File: src/rtl/cpu_pkg.sv
// Shared CPU definitions: opcodes, IR field positions, sequencer state encoding
// and the instruction-class decode used by the register-register sequencer.
package cpu_pkg;

  localparam int OPCODE_W = 5;

  localparam logic [OPCODE_W-1:0] OP_ADD  = 5'b00011;
  localparam logic [OPCODE_W-1:0] OP_SUB  = 5'b00100;
  localparam logic [OPCODE_W-1:0] OP_AND  = 5'b00101;
  localparam logic [OPCODE_W-1:0] OP_OR   = 5'b00110;
  localparam logic [OPCODE_W-1:0] OP_SHR  = 5'b00111;
  localparam logic [OPCODE_W-1:0] OP_SHRA = 5'b01000;
  localparam logic [OPCODE_W-1:0] OP_SHL  = 5'b01001;
  localparam logic [OPCODE_W-1:0] OP_ROR  = 5'b01010;
  localparam logic [OPCODE_W-1:0] OP_ROL  = 5'b01011;
  localparam logic [OPCODE_W-1:0] OP_MUL  = 5'b01111;
  localparam logic [OPCODE_W-1:0] OP_DIV  = 5'b10000;
  localparam logic [OPCODE_W-1:0] OP_NEG  = 5'b10001;
  localparam logic [OPCODE_W-1:0] OP_NOT  = 5'b10010;

  localparam int IR_OP_LSB = 27;
  localparam int IR_RA_LSB = 23;
  localparam int IR_RB_LSB = 19;
  localparam int IR_RC_LSB = 15;
  localparam int IR_REG_W  = 4;

  localparam logic [2:0] ST_IDLE = 3'd0;
  localparam logic [2:0] ST_T0   = 3'd1;
  localparam logic [2:0] ST_T1   = 3'd2;
  localparam logic [2:0] ST_T2   = 3'd3;
  localparam logic [2:0] ST_T3   = 3'd4;
  localparam logic [2:0] ST_T4   = 3'd5;
  localparam logic [2:0] ST_T5   = 3'd6;
  localparam logic [2:0] ST_T6   = 3'd7;

  typedef enum logic [2:0] {
    S_IDLE = ST_IDLE,
    S_T0   = ST_T0,
    S_T1   = ST_T1,
    S_T2   = ST_T2,
    S_T3   = ST_T3,
    S_T4   = ST_T4,
    S_T5   = ST_T5,
    S_T6   = ST_T6
  } state_t;

  typedef enum logic [1:0] {
    CLS_TWO_OP  = 2'd0,
    CLS_ONE_OP  = 2'd1,
    CLS_MULDIV  = 2'd2,
    CLS_ILLEGAL = 2'd3
  } instr_class_t;

  function automatic instr_class_t instr_class(input logic [OPCODE_W-1:0] op);
    instr_class_t cls;
    cls = CLS_ILLEGAL;
    if (op >= OP_ADD && op <= OP_ROL)
      cls = CLS_TWO_OP;
    else if (op == OP_NEG || op == OP_NOT)
      cls = CLS_ONE_OP;
    else if (op == OP_MUL || op == OP_DIV)
      cls = CLS_MULDIV;
    return cls;
  endfunction

endpackage

File: src/rtl/reg_onehot_dec.sv
// Register index to one-hot select decoder; index is taken modulo REGS and
// the whole vector is zero when the enable is low.
module reg_onehot_dec #(
  parameter int RSEL = 4,
  parameter int REGS = 16
) (
  input  logic            en,
  input  logic [RSEL-1:0] idx,
  output logic [REGS-1:0] onehot
);

  always_comb begin
    onehot = '0;
    for (int i = 0; i < REGS; i++) begin
      if (en && ((int'(idx) % REGS) == i))
        onehot[i] = 1'b1;
    end
  end

endmodule

File: src/rtl/alu_rr_sequencer.sv
// Hard-wired fetch/execute sequencer for register-register instructions,
// producing Moore datapath strobes from the T-state register.
module alu_rr_sequencer
  import cpu_pkg::*;
#(
  parameter int REGS     = 16,
  parameter int RSEL     = 4,
  parameter int OPW      = 5,
  parameter int WAIT_MAX = 15
) (
  input  logic            Clock,
  input  logic            clear,
  input  logic            run,
  input  logic            mem_ready,
  input  logic [31:0]     ir,
  output logic            PCout,
  output logic            MARin,
  output logic            IncPC,
  output logic            Read,
  output logic            MDRin,
  output logic            MDRout,
  output logic            IRin,
  output logic            Yin,
  output logic            Zin,
  output logic            Zlowout,
  output logic            Zhighout,
  output logic            HIin,
  output logic            LOin,
  output logic [REGS-1:0] Rin,
  output logic [REGS-1:0] Rout,
  output logic [OPW-1:0]  alu_op,
  output logic            done,
  output logic            illegal,
  output logic            bus_error,
  output state_t          state_dbg
);

  // Handshake: run is a start request sampled only in IDLE; done is a
  // one-cycle retire pulse with no acknowledge, so a run held high across
  // done starts the next instruction only after one IDLE cycle.

  localparam int CW = $clog2(WAIT_MAX + 1);
  localparam logic [CW-1:0] WAIT_LAST = CW'(WAIT_MAX);

  state_t          state, state_nxt;
  logic [CW-1:0]   wait_cnt;
  logic [OPCODE_W-1:0] opcode;
  instr_class_t    cls;
  logic [RSEL-1:0] ra_idx, rb_idx, rc_idx;
  logic            rin_en, rout_en;
  logic [RSEL-1:0] rin_idx, rout_idx;
  logic            unused_ir;

  assign opcode    = ir[IR_OP_LSB +: OPCODE_W];
  assign ra_idx    = RSEL'(ir[IR_RA_LSB +: IR_REG_W]);
  assign rb_idx    = RSEL'(ir[IR_RB_LSB +: IR_REG_W]);
  assign rc_idx    = RSEL'(ir[IR_RC_LSB +: IR_REG_W]);
  assign cls       = instr_class(opcode);
  assign unused_ir = ^ir[IR_RC_LSB-1:0];
  assign state_dbg = state;

  always_ff @(posedge Clock or negedge clear) begin
    if (!clear)
      state <= S_IDLE;
    else
      state <= state_nxt;
  end

  // Counter sits at zero outside T1, so every T1 entry starts a fresh count.
  always_ff @(posedge Clock or negedge clear) begin
    if (!clear)
      wait_cnt <= '0;
    else if (state != S_T1)
      wait_cnt <= '0;
    else if (!mem_ready && wait_cnt != WAIT_LAST)
      wait_cnt <= wait_cnt + 1'b1;
  end

  always_comb begin
    state_nxt = state;
    PCout     = 1'b0;
    MARin     = 1'b0;
    IncPC     = 1'b0;
    Read      = 1'b0;
    MDRin     = 1'b0;
    MDRout    = 1'b0;
    IRin      = 1'b0;
    Yin       = 1'b0;
    Zin       = 1'b0;
    Zlowout   = 1'b0;
    Zhighout  = 1'b0;
    HIin      = 1'b0;
    LOin      = 1'b0;
    rin_en    = 1'b0;
    rout_en   = 1'b0;
    rin_idx   = ra_idx;
    rout_idx  = rb_idx;
    alu_op    = '0;
    done      = 1'b0;
    illegal   = 1'b0;
    bus_error = 1'b0;
    case (state)
      S_IDLE: begin
        if (run)
          state_nxt = S_T0;
      end
      S_T0: begin
        PCout     = 1'b1;
        MARin     = 1'b1;
        IncPC     = 1'b1;
        Zin       = 1'b1;
        state_nxt = S_T1;
      end
      S_T1: begin
        Read  = 1'b1;
        MDRin = 1'b1;
        // Timeout wins even if mem_ready arrives in the same cycle.
        if (wait_cnt == WAIT_LAST) begin
          bus_error = 1'b1;
          state_nxt = S_IDLE;
        end else if (mem_ready) begin
          state_nxt = S_T2;
        end
      end
      S_T2: begin
        MDRout    = 1'b1;
        IRin      = 1'b1;
        state_nxt = S_T3;
      end
      S_T3: begin
        case (cls)
          CLS_TWO_OP: begin
            rout_en   = 1'b1;
            Yin       = 1'b1;
            state_nxt = S_T4;
          end
          CLS_MULDIV: begin
            rout_en   = 1'b1;
            rout_idx  = ra_idx;
            Yin       = 1'b1;
            state_nxt = S_T4;
          end
          CLS_ONE_OP: begin
            rout_en   = 1'b1;
            Zin       = 1'b1;
            alu_op    = OPW'(opcode);
            state_nxt = S_T5;
          end
          default: begin
            illegal   = 1'b1;
            state_nxt = S_IDLE;
          end
        endcase
      end
      S_T4: begin
        rout_en   = 1'b1;
        rout_idx  = (cls == CLS_MULDIV) ? rb_idx : rc_idx;
        Zin       = 1'b1;
        alu_op    = OPW'(opcode);
        state_nxt = S_T5;
      end
      S_T5: begin
        Zlowout = 1'b1;
        if (cls == CLS_MULDIV) begin
          LOin      = 1'b1;
          state_nxt = S_T6;
        end else begin
          rin_en    = 1'b1;
          done      = 1'b1;
          state_nxt = S_IDLE;
        end
      end
      S_T6: begin
        Zhighout  = 1'b1;
        HIin      = 1'b1;
        done      = 1'b1;
        state_nxt = S_IDLE;
      end
      default: state_nxt = S_IDLE;
    endcase
  end

  reg_onehot_dec #(.RSEL(RSEL), .REGS(REGS)) u_rin_dec (
    .en     (rin_en),
    .idx    (rin_idx),
    .onehot (Rin)
  );

  reg_onehot_dec #(.RSEL(RSEL), .REGS(REGS)) u_rout_dec (
    .en     (rout_en),
    .idx    (rout_idx),
    .onehot (Rout)
  );

endmodule
File: config.mk
export PLATFORM = sky130hd
export DESIGN_NAME = alu_rr_sequencer
export DESIGN_NICKNAME = d
export VERILOG_FILES = /design/src/rtl/cpu_pkg.sv /design/src/rtl/reg_onehot_dec.sv /design/src/rtl/alu_rr_sequencer.sv
export SDC_FILE = /design/constraint.sdc
export NUM_CORES = 1
export LEC_CHECK = 0
export ABC_AREA = 0
export BUFFER_PORTS_ARGS = -buffer_cell sky130_fd_sc_hd__buf_2
export CAP_MARGIN = 20
export CORE_UTILIZATION = 35
export DETAILED_ROUTE_END_ITERATION = 6
export PLACE_DENSITY = 0.73
export SLEW_MARGIN = 20
export SYNTH_ARGS = -nofsm -noshare
export SYNTH_HDL_FRONTEND = slang
export SYNTH_SLANG_ARGS = --single-unit
File: constraint.sdc
create_clock -name Clock -period 4.07 [get_ports Clock]
set_input_delay 0.407 -clock Clock [delete_from_list [all_inputs] [get_ports Clock]]
set_output_delay 0.407 -clock Clock [all_outputs]
set_load 0.005 [all_outputs]
==> run summary <==
status: finished, final reports clean
final core utilization: 0.4950
Leakage: 0.8413 nW
Starting Density: 0.3669
worst-path cell chain: nand2b_1 > a221o_1 > o22ai_1 > and2_4 > or3_1 > nor3_1 > buf_2
Final Cycle Share: 0.7228
Worst Reg2Reg Path Length in Cells: 3
cell area after synthesis: 1111 um2
CP Max Fanout: 12
initial antenna violation count: 0
clock-pin slew on the worst setup and hold paths: 50 ps
worst endpoint required time: 3660 ps
Worst-Margin Slew: 650.2 ps
Port Buf Inserts: 76
min Tclk post-route: 2942 ps
ys flop type: dfrtp_1
worst min-delay path category: primary input to asynchronous set/reset pin
Synth async-reset ratio: 1.000
die span in y: 58.34 um
H-tree lvl count: 1
final net count: 264
clock buffer depth: 2
total die area: 3404 um2
Vias: 1359
I/O Pins: 92
Post-synth EDFFs: 0
cell row count: 20
vias in the first global route: 1115
vias per cell: 5.033
average wire per standard cell: 11.11 um
clock sink total: 7
CTS root buffer: clkbuf_4
Reg2Reg Setup Slack: 2460 ps
CP startpoint kind: flop
hold buffers post-CTS: 1
Avg Inst Size Synth: 6.988 um2
largest net degree at the start of global routing: 25
Core Footprint: 3028 um2
setup violators final: 0
n_diodes: 0
Post-CTS Resized: 0
1st-pass router iterations: 4
Inserted Clock Buffers: 3
1st-iter DRT viols: 26
CP Class: flop to output pin
post-detail-place hpwl: 2372 um
FF-to-FF Start: state_dbg[0]
YS warnings: 0
Placer Congestion: 0.7415
Power Density: 361.3 nW/um2
VDD IR max: 238.7 uV
RSZ-0062 raised after global routing: false
slew margin rel.: 0.5665
Synth-to-Final Area Change: 34.91%
Setup Skew: 1.261 ps
max_cap viols: 0
final non-filler cell total: 270
first-pass GRT wire length: 4926 um
Arrival @ worst endpoint: 2530 ps
GRT Overall Usage: 0.1804
final hold vios: 0
Skew-Pair Late Insertion Delay: 250 ps
#FFs+latches synth: 7
Cells after Synth: 159
Net Count, Synth: 196
placed inst area: 1463 um2
CTS tree: built
worst r2r dst: state_dbg[2]
dpl cells: 265
Max Slew Vio Count: 0
Routed Antenna Nets: 0
Setup TNS: 0 ps
Pwr Total: 0.5416 mW
Slowest cell on crit path: dfrtp_1
share of layout cells above drive strength 1: 0.3982
synth unique cells: 45
sequential cell area fraction in the yosys report: 0.1577
width of the die: 58.34 um
CP endpoint kind: output pin
CP peak stage delay: 520 ps
DRT Wirelength: 2999 um
design area: 1499 um2
residual DRC count: 0
maximum clock rate: 339.9 MHz
grt total ovfl: 0
post-CTS setup buffers: 0
## per-layer routing
metal,global-route usage,vias up,share of wire
li1,-,707,-
met1,0.2408,607,0.46
met2,0.3087,41,0.47
met3,0.006593,4,0.051
met4,0.07143,0,0.012
met5,0,-,0
## layout make-up
class | instances | area [um2]
Sequential cell | 7 | 175.2
Inverter | 5 | 18.77
Timing Repair Buffer | 77 | 390.4
Fill cell | 340 | 1529
Multi-Input combinational cell | 133 | 833.3
Clock buffer | 4 | 26.28
Tap cell | 44 | 55.05
## metrics by stage
step	hold slack (ps)	setup slack [ps]
after floorplan	111.4	1822
after global placement	250.3	1311
after detailed placement	252.7	1279
after CTS	514.5	1118
after global routing	525.8	920.5
final	511.7	1128
## how the worst max path moves through the flow
| stage | from | end | slack, ps |
|---|---|---|---|
| after floorplan | ir[31] | Rout[10] | 1820 |
| after global placement | ir[30] | Rout[15] | 1310 |
| after detailed placement | ir[30] | Rout[7] | 1280 |
| after CTS | state_dbg[1] | Rout[7] | 1120 |
| after global routing | state_dbg[1] | Rout[7] | 920 |
| final | state_dbg[1] | Rout[7] | 1130 |
## sequential cells by signal, indices dropped and copies added, names as in the netlist
| name | flops |
|---|---|
| wait_cnt | 4 |
| state_dbg | 3 |
## synth_stat cells (4+ instances only)
library cell  number  area share
nor2_1            29       0.098
nor3_1            24        0.11
a21oi_1            7       0.032
dfrtp_1            7        0.16
buf_4              6       0.041
clkbuf_1           6       0.020
nand2_1            6       0.020
or3_1              6       0.034
inv_1              5       0.017
mux2i_1            5       0.045
nand2b_1           5       0.028
and2_1             4       0.023
nor3_2             4       0.036
## cells by family after synthesis
kind of cell / synth area share
AO/OA/AOI/OAI: 0.1441
XOR/XNOR: 0.01577
flip-flops: 0.1577
adder cells (fa/ha/maj): 0.01126
multiplexers: 0.06532
buffers and inverters: 0.09233
AND/OR/NAND/NOR: 0.5135
## placed cells by master (no fill, tap or decap), types with 2 or more instances in the layout
cell / n
clkbuf_4: 3
inv_1: 5
and3_1: 3
nand2_1: 6
buf_2: 76
or3_1: 6
a21oi_1: 7
o21ai_0: 2
nor3_2: 4
dfrtp_1: 7
nor3_1: 24
nor2_1: 29
nand3_1: 3
nand2b_1: 5
o22ai_1: 3
a211oi_1: 2
mux2_2: 2
nor2b_1: 2
and2_1: 4
mux2i_1: 5
nand3b_1: 3
nor3b_1: 2
## report_power, final
group          leakage (nW)  internal (mW)  switching [mW]  total (mW)
sequential           0.0933         0.0882          0.0575       0.146
clock                0.0150         0.0375          0.0266      0.0640
combinational         0.733          0.147           0.185       0.332
total                 0.841          0.272           0.269       0.542
## critical path: cells and delay by family (launching register included)
family	cells	cell delay, ps
AOI/OAI and AO/OA	2	340
buffers and inverters	1	140
DFF	1	520
and+or+nand+nor	4	1280
Power figures use the tool's default switching activity.
